### config.mk
export PLATFORM = sky130hd
export DESIGN_NAME = pipelined_mult
export DESIGN_NICKNAME = d
export VERILOG_FILES = /design/src/rtl/mult_pkg.sv /design/src/rtl/csa_row.sv /design/src/rtl/pipelined_mult.sv
export SDC_FILE = /design/constraint.sdc
export NUM_CORES = 1
export LEC_CHECK = 0
export CELL_PAD_IN_SITES_DETAIL_PLACEMENT = 1
export CELL_PAD_IN_SITES_GLOBAL_PLACEMENT = 1
export CORE_ASPECT_RATIO = 1.1
export CORE_MARGIN = 5
export CORE_UTILIZATION = 48
export DETAILED_ROUTE_END_ITERATION = 16
export PLACE_DENSITY_LB_ADDON = 0.1
export SKIP_LAST_GASP = 1
export SLEW_MARGIN = 20
export SYNTH_ARGS = -nofsm -noshare
export SYNTH_HDL_FRONTEND = slang
export SYNTH_HIERARCHICAL = 1
export SYNTH_SLANG_ARGS = --single-unit
### constraint.sdc
create_clock -name clk -period 16.3 [get_ports clk]
set_clock_uncertainty 0.05 [all_clocks]
set_input_delay 3.26 -clock clk [delete_from_list [all_inputs] [get_ports clk]]
set_output_delay 3.26 -clock clk [all_outputs]
set_load 0.02 [all_outputs]
### src/rtl/mult_pkg.sv
// Shared types and helpers for the pipelined carry-save multiplier.
package mult_pkg;

    localparam int MAX_WIDTH = 32;

    // Payload carried by each reduction stage; sized for the widest legal operand.
    typedef struct packed {
        logic [2*MAX_WIDTH-1:0] sum;
        logic [2*MAX_WIDTH-1:0] carry;
        logic [MAX_WIDTH-1:0]   a;
        logic [MAX_WIDTH-1:0]   b;
        logic                   is_signed;
        logic                   valid;
    } stage_t;

    function automatic int mult_latency(input int width, input int rows);
        return (width + rows - 1) / rows + 1;
    endfunction

endpackage

### src/rtl/csa_row.sv
// One row of full adders: folds a gated partial-product row into a (sum, carry) pair.
// The carry output has weight 2, so the pair's value is sum + (carry << 1).
module csa_row #(
    parameter int WIDTH = 8,
    parameter int ROW   = 0
) (
    input  logic [WIDTH-1:0]   a,
    input  logic               b_bit,
    input  logic               is_signed,
    input  logic [2*WIDTH-1:0] sum_in,
    input  logic [2*WIDTH-2:0] carry_in,
    output logic [2*WIDTH-1:0] sum_out,
    output logic [2*WIDTH-1:0] carry_out
);
    localparam int PW = 2 * WIDTH;

    logic [WIDTH-1:0] pp;
    logic [PW-1:0]    pp_ext;
    logic [PW-1:0]    carry_sh;

    // NOTE: pp gets its full default before the conditional inversions, so no latch can form.
    always_comb begin
        pp = a & {WIDTH{b_bit}};
        if (is_signed) begin
            // Baugh-Wooley: complement the sign-crossing terms, keep the sign*sign term.
            if (ROW < WIDTH - 1) pp[WIDTH-1]   = ~pp[WIDTH-1];
            else                 pp[WIDTH-2:0] = ~pp[WIDTH-2:0];
        end
    end

    assign pp_ext    = PW'(pp) << ROW;
    assign carry_sh  = {carry_in, 1'b0};
    assign sum_out   = sum_in ^ carry_sh ^ pp_ext;
    assign carry_out = (sum_in & carry_sh) | (sum_in & pp_ext) | (carry_sh & pp_ext);

endmodule

### src/rtl/pipelined_mult.sv
// WIDTH x WIDTH signed/unsigned multiplier: registered carry-save reduction stages,
// a final carry-propagate stage, and a valid/ready handshake with global stall.
module pipelined_mult
    import mult_pkg::*;
#(
    parameter int WIDTH          = 8,
    parameter int ROWS_PER_STAGE = 2
) (
    input  logic               clk,
    input  logic               rst,
    input  logic               in_valid,
    output logic               in_ready,
    input  logic [WIDTH-1:0]   in_a,
    input  logic [WIDTH-1:0]   in_b,
    input  logic               in_signed,
    output logic               out_valid,
    input  logic               out_ready,
    output logic [2*WIDTH-1:0] out_p,
    output logic               out_signed
);
    localparam int LATENCY    = mult_latency(WIDTH, ROWS_PER_STAGE);
    localparam int NUM_STAGES = LATENCY - 1;
    localparam int PW         = 2 * WIDTH;
    localparam logic [PW-1:0] BW_CONST = (PW'(1) << WIDTH) | (PW'(1) << (PW - 1));

    logic   adv;
    stage_t stage_q [NUM_STAGES];

    assign adv      = !out_valid || out_ready;
    assign in_ready = adv;

    for (genvar k = 0; k < NUM_STAGES; k++) begin : g_stage
        logic [PW-1:0]    s_chain [ROWS_PER_STAGE+1];
        logic [PW-1:0]    c_chain [ROWS_PER_STAGE+1];
        logic [WIDTH-1:0] a_cur;
        logic [WIDTH-1:0] b_cur;
        logic             sgn_cur;
        logic             vld_cur;
        stage_t           d;
        logic             unused_bits;

        if (k == 0) begin : g_head
            assign a_cur      = in_a;
            assign b_cur      = in_b;
            assign sgn_cur    = in_signed;
            assign vld_cur    = in_valid && in_ready;
            assign s_chain[0] = in_signed ? BW_CONST : '0;
            assign c_chain[0] = '0;
        end else begin : g_body
            assign a_cur      = stage_q[k-1].a[WIDTH-1:0];
            assign b_cur      = stage_q[k-1].b[WIDTH-1:0];
            assign sgn_cur    = stage_q[k-1].is_signed;
            assign vld_cur    = stage_q[k-1].valid;
            assign s_chain[0] = stage_q[k-1].sum[PW-1:0];
            assign c_chain[0] = stage_q[k-1].carry[PW-1:0];
        end

        // Rows past WIDTH in a short final stage pass the pair through untouched.
        for (genvar r = 0; r < ROWS_PER_STAGE; r++) begin : g_row
            if (k * ROWS_PER_STAGE + r < WIDTH) begin : g_fa
                csa_row #(
                    .WIDTH (WIDTH),
                    .ROW   (k * ROWS_PER_STAGE + r)
                ) u_row (
                    .a         (a_cur),
                    .b_bit     (b_cur[r]),
                    .is_signed (sgn_cur),
                    .sum_in    (s_chain[r]),
                    .carry_in  (c_chain[r][PW-2:0]),
                    .sum_out   (s_chain[r+1]),
                    .carry_out (c_chain[r+1])
                );
            end else begin : g_pass
                assign s_chain[r+1] = s_chain[r];
                assign c_chain[r+1] = c_chain[r];
            end
        end

        always_comb begin
            d                = '0;
            d.sum[PW-1:0]    = s_chain[ROWS_PER_STAGE];
            d.carry[PW-1:0]  = c_chain[ROWS_PER_STAGE];
            d.a[WIDTH-1:0]   = a_cur;
            d.b[WIDTH-1:0]   = b_cur >> ROWS_PER_STAGE;
            d.is_signed      = sgn_cur;
            d.valid          = vld_cur;
        end

        // NOTE: the whole payload is reset, not just valid, so every bit lives in one
        // async-reset process; state updates use non-blocking assignments throughout.
        always_ff @(posedge clk or posedge rst) begin
            if (rst)      stage_q[k] <= '0;
            else if (adv) stage_q[k] <= d;
        end

        // Payload bits above this instance's width are constant zero.
        assign unused_bits = ^stage_q[k];
    end

    always_ff @(posedge clk or posedge rst) begin
        if (rst) begin
            out_valid  <= 1'b0;
            out_p      <= '0;
            out_signed <= 1'b0;
        end else if (adv) begin
            out_valid  <= stage_q[NUM_STAGES-1].valid;
            out_signed <= stage_q[NUM_STAGES-1].is_signed;
            out_p      <= stage_q[NUM_STAGES-1].sum[PW-1:0]
                        + {stage_q[NUM_STAGES-1].carry[PW-2:0], 1'b0};
        end
    end

endmodule

==> metrics.txt <==
H-Tree Depth 4; Worst Hold Margin 414 ps; Remaining Overflow, GRT 0; First-pass DRT Iterations 4; synthesis warning total 6; leak pwr 7.11 nW; Crit path top cell by count clkdlybuf4s50_1; register area share after synthesis 41.9%; global-route wire length before repair between 30 and 40 mm; asr flop ratio synth 100%; CP top delay family buffers and inverters; Std-Cell Rows between 50 and 60; dpl ws 7230 ps; total routed wirelength 20.9 mm; post-synth cell types 46; clock sinks 186; DIE HEIGHT 170 µm; I/O pin count 40; Root Driver clkbuf_16; Tmin final 8980 ps; Crit path largest cell delay 680 ps; setup repair bufs after CTS 0; P&R area growth vs syn 11.0%; Avg WL per Cell 12.4 µm; Synth Instances 1347; TNS Setup 0 ps; leading area contributor after synthesis dfrtp_1; RePlAce Congestion about 0.76; Initial DRC Count 290; most common cell in the synthesized netlist nand2_1; internal power 1.34 mW; Tot GR Track Use 17.2%; VDD IR max 0.0000836 V; max cap viols 0; via count about 7800; cts hold-fix bufs 0; FILL cells roughly 2800; DP Wirelength ~14 mm; Inserted Clock Buffers 17; status finished clean; vias per cell 4.63; Slew @ Worst Pin 948 ps; WS Path Type in -> out; die area 26300 µm²; WP depth 5; layout cells sized above 1 under 10%; CP arrival 5670 ps; endpoints failing setup 0; Final nets 1528; CTS tree done; IO Port Bufs 39; Critical path buffers and inverters 4; synth cell count leaders nand2_1 (589), inv_1 (255), dfrtp_1 (186); CP required 12990 ps; placed instance area approximately 12000 µm²; clock network fraction of total power 18.1%; Yosys top cell area share a little over two fifths; slowest CP cell clkdlybuf4s50_1; Net Sw Frac 42.9%; clk_lat worst skew 440 ps; max-slew violations 0; PostCTS Resize Cnt 0; sequential power share 33.8%; Die Wd 155 µm; Final Hold Vio Count 0; Crit. End Element output pin; worst reg2reg setup slack 13490 ps; vias in the first global route 8395; worst-path fanout max 120; Yosys reg bits 186; worst path cell trace clkdlybuf4s50_1 -> nor2b_4 -> buf_4 -> inv_6 -> clkdlybuf4s50_1; pin count of the biggest net entering global routing 121; post-route cell area between 10000 and 15000 µm²; EDFF count, synth 0; relative slew slack 36.8%; mapped cell area 11100 µm²; post-route worst setup slack approximately 7300 ps; Comb pwr share between 40 and 50%; worst-case reg-to-reg path depth 6; clock-pin slew on the worst setup and hold paths 70 ps; CTS max path bufs 2; synth top area cells dfrtp_1 (42%), nand2_1 (20%), fa_1 (12%); ys flop type dfrtp_1; starting density of the core 48.6%; RSZ-0062 raised after global routing no; ant diodes 0; Hold Crit Depth 2; Final ANT Viol Nets 0; PD cells 190 nW/µm²; Tcrit/Tclk final a little under three fifths; hold crit path type reg -> reg; Worst Setup Start Kind input port; fin util 54.0%; Max Freq 0.111 GHz; Remaining DRCs 0; initial antenna violation count 0; Avg Inst Size Synth 8.25 µm²; core footprint 22900 µm²; Net Sw Power 1.01 mW
-- state kept, by name (all words and copies together), names as in the netlist --
name,count
g_stage.a_cur,24
g_stage.b_cur,12
g_stage.c_chain,45
g_stage.s_chain,48
g_stage.sgn_cur,3
g_stage.vld_cur,3
out_p,16
out_signed,1
out_valid,1
stage_q,33
-- cell usage in the layout, fill, tap and decap left out, types with 2 or more instances in the layout --
master           instances
nand2_1                589
inv_1                  253
dfrtp_1                186
ha_1                    72
fa_1                    64
clkdlybuf4s50_1         39
conb_1                  36
xor2_1                  18
clkbuf_16               17
a21oi_1                 11
o21ai_0                  9
a21o_1                   9
nor2_1                   8
clkinvlp_4               5
xnor2_1                  4
inv_8                    4
and4_1                   4
buf_4                    4
inv_6                    3
a31oi_1                  3
o211ai_1                 3
nand3_1                  3
nor3_1                   3
a211oi_1                 2
o31ai_1                  2
or4_1                    2
o21bai_1                 2
o211a_1                  2
and3_1                   2
nor4_1                   2
bufinv_16                2
-- power by group through the flow --
stage / combinational (mW) / sequential (mW) / clock (mW)
finish: 1.13 / 0.792 / 0.424
global route: 1.35 / 0.819 / 0.459
CTS: 1.16 / 0.797 / 0.439
detailed placement: 1.13 / 0.804 / 0
global placement: 1.07 / 0.793 / 0
floorplan: 0.878 / 0.779 / 0
-- kinds of logic (layout without fill, tap and decap cells) --
group | after synthesis | in the layout | share of synthesized area, %
AO/OA/AOI/OAI | 52 | 52 | 3.29
XOR/XNOR | 22 | 22 | 1.73
adder cells (fa/ha/maj) | 136 | 136 | 19.6
buffers and inverters | 322 | 331 | 11.5
flip-flops | 186 | 186 | 41.9
other | 8 | 36 | 0.270
AND/OR/NAND/NOR | 621 | 621 | 21.7
-- layout make-up --
type / count / area [µm²] / share of cell area (%)
Clock inverter: 13 / 158 / 1.28
Multi-Input combinational cell: 867 / 5290 / 42.9
Timing Repair Buffer: 44 / 448 / 3.63
Inverter: 255 / 970 / 7.86
Clock buffer: 19 / 443 / 3.59
Sequential cell: 186 / 4650 / 37.7
Tap cell: 300 / 375 / 3.04
-- worst reg2reg max path, cell delays in order, from the launching register on --
cell	delay, ps
dfrtp_1	380
nor2b_4	120
buf_4	360
inv_6	730
buf_4	790
nand2_1	200
nand2_1	110
-- per-layer routing --
layer | vias up | track usage, % | routed length, µm
met5 | - | 0 | 0
met4 | 0 | 3.84 | 202
met3 | 18 | 2.86 | 400
met2 | 52 | 32.2 | 10900
met1 | 3789 | 20.9 | 9440
li1 | 3940 | - | -
-- stage by stage --
stage | instances | power [mW]
final | 1684 | 2.35
after global routing | 1684 | 2.63
after CTS | 1683 | 2.39
after detailed placement | 1651 | 1.94
after global placement | 1651 | 1.87
after floorplan | 1375 | 1.66
-- worst paths after layout --
| kind | start | end |
|---|---|---|
| hold / removal | g_stage[3].s_chain[42]$_DFFE_PP0N_ | g_stage[3].s_chain[42]$_DFFE_PP0N_ |
| setup reg to reg | out_valid$_DFFE_PP0N_ | g_stage[3].a_cur[4]$_DFFE_PP0N_ |
| max in group asynchronous | rst | g_stage[1].a_cur[2]$_DFFE_PP0N_ |
| hold reg to reg | g_stage[3].s_chain[42]$_DFFE_PP0N_ | g_stage[3].s_chain[42]$_DFFE_PP0N_ |
| min in group asynchronous | rst | out_p[5]$_DFFE_PP0N_ |
| setup / recovery | out_ready | in_ready |
Note: power is estimated with default switching activity, not from simulation.
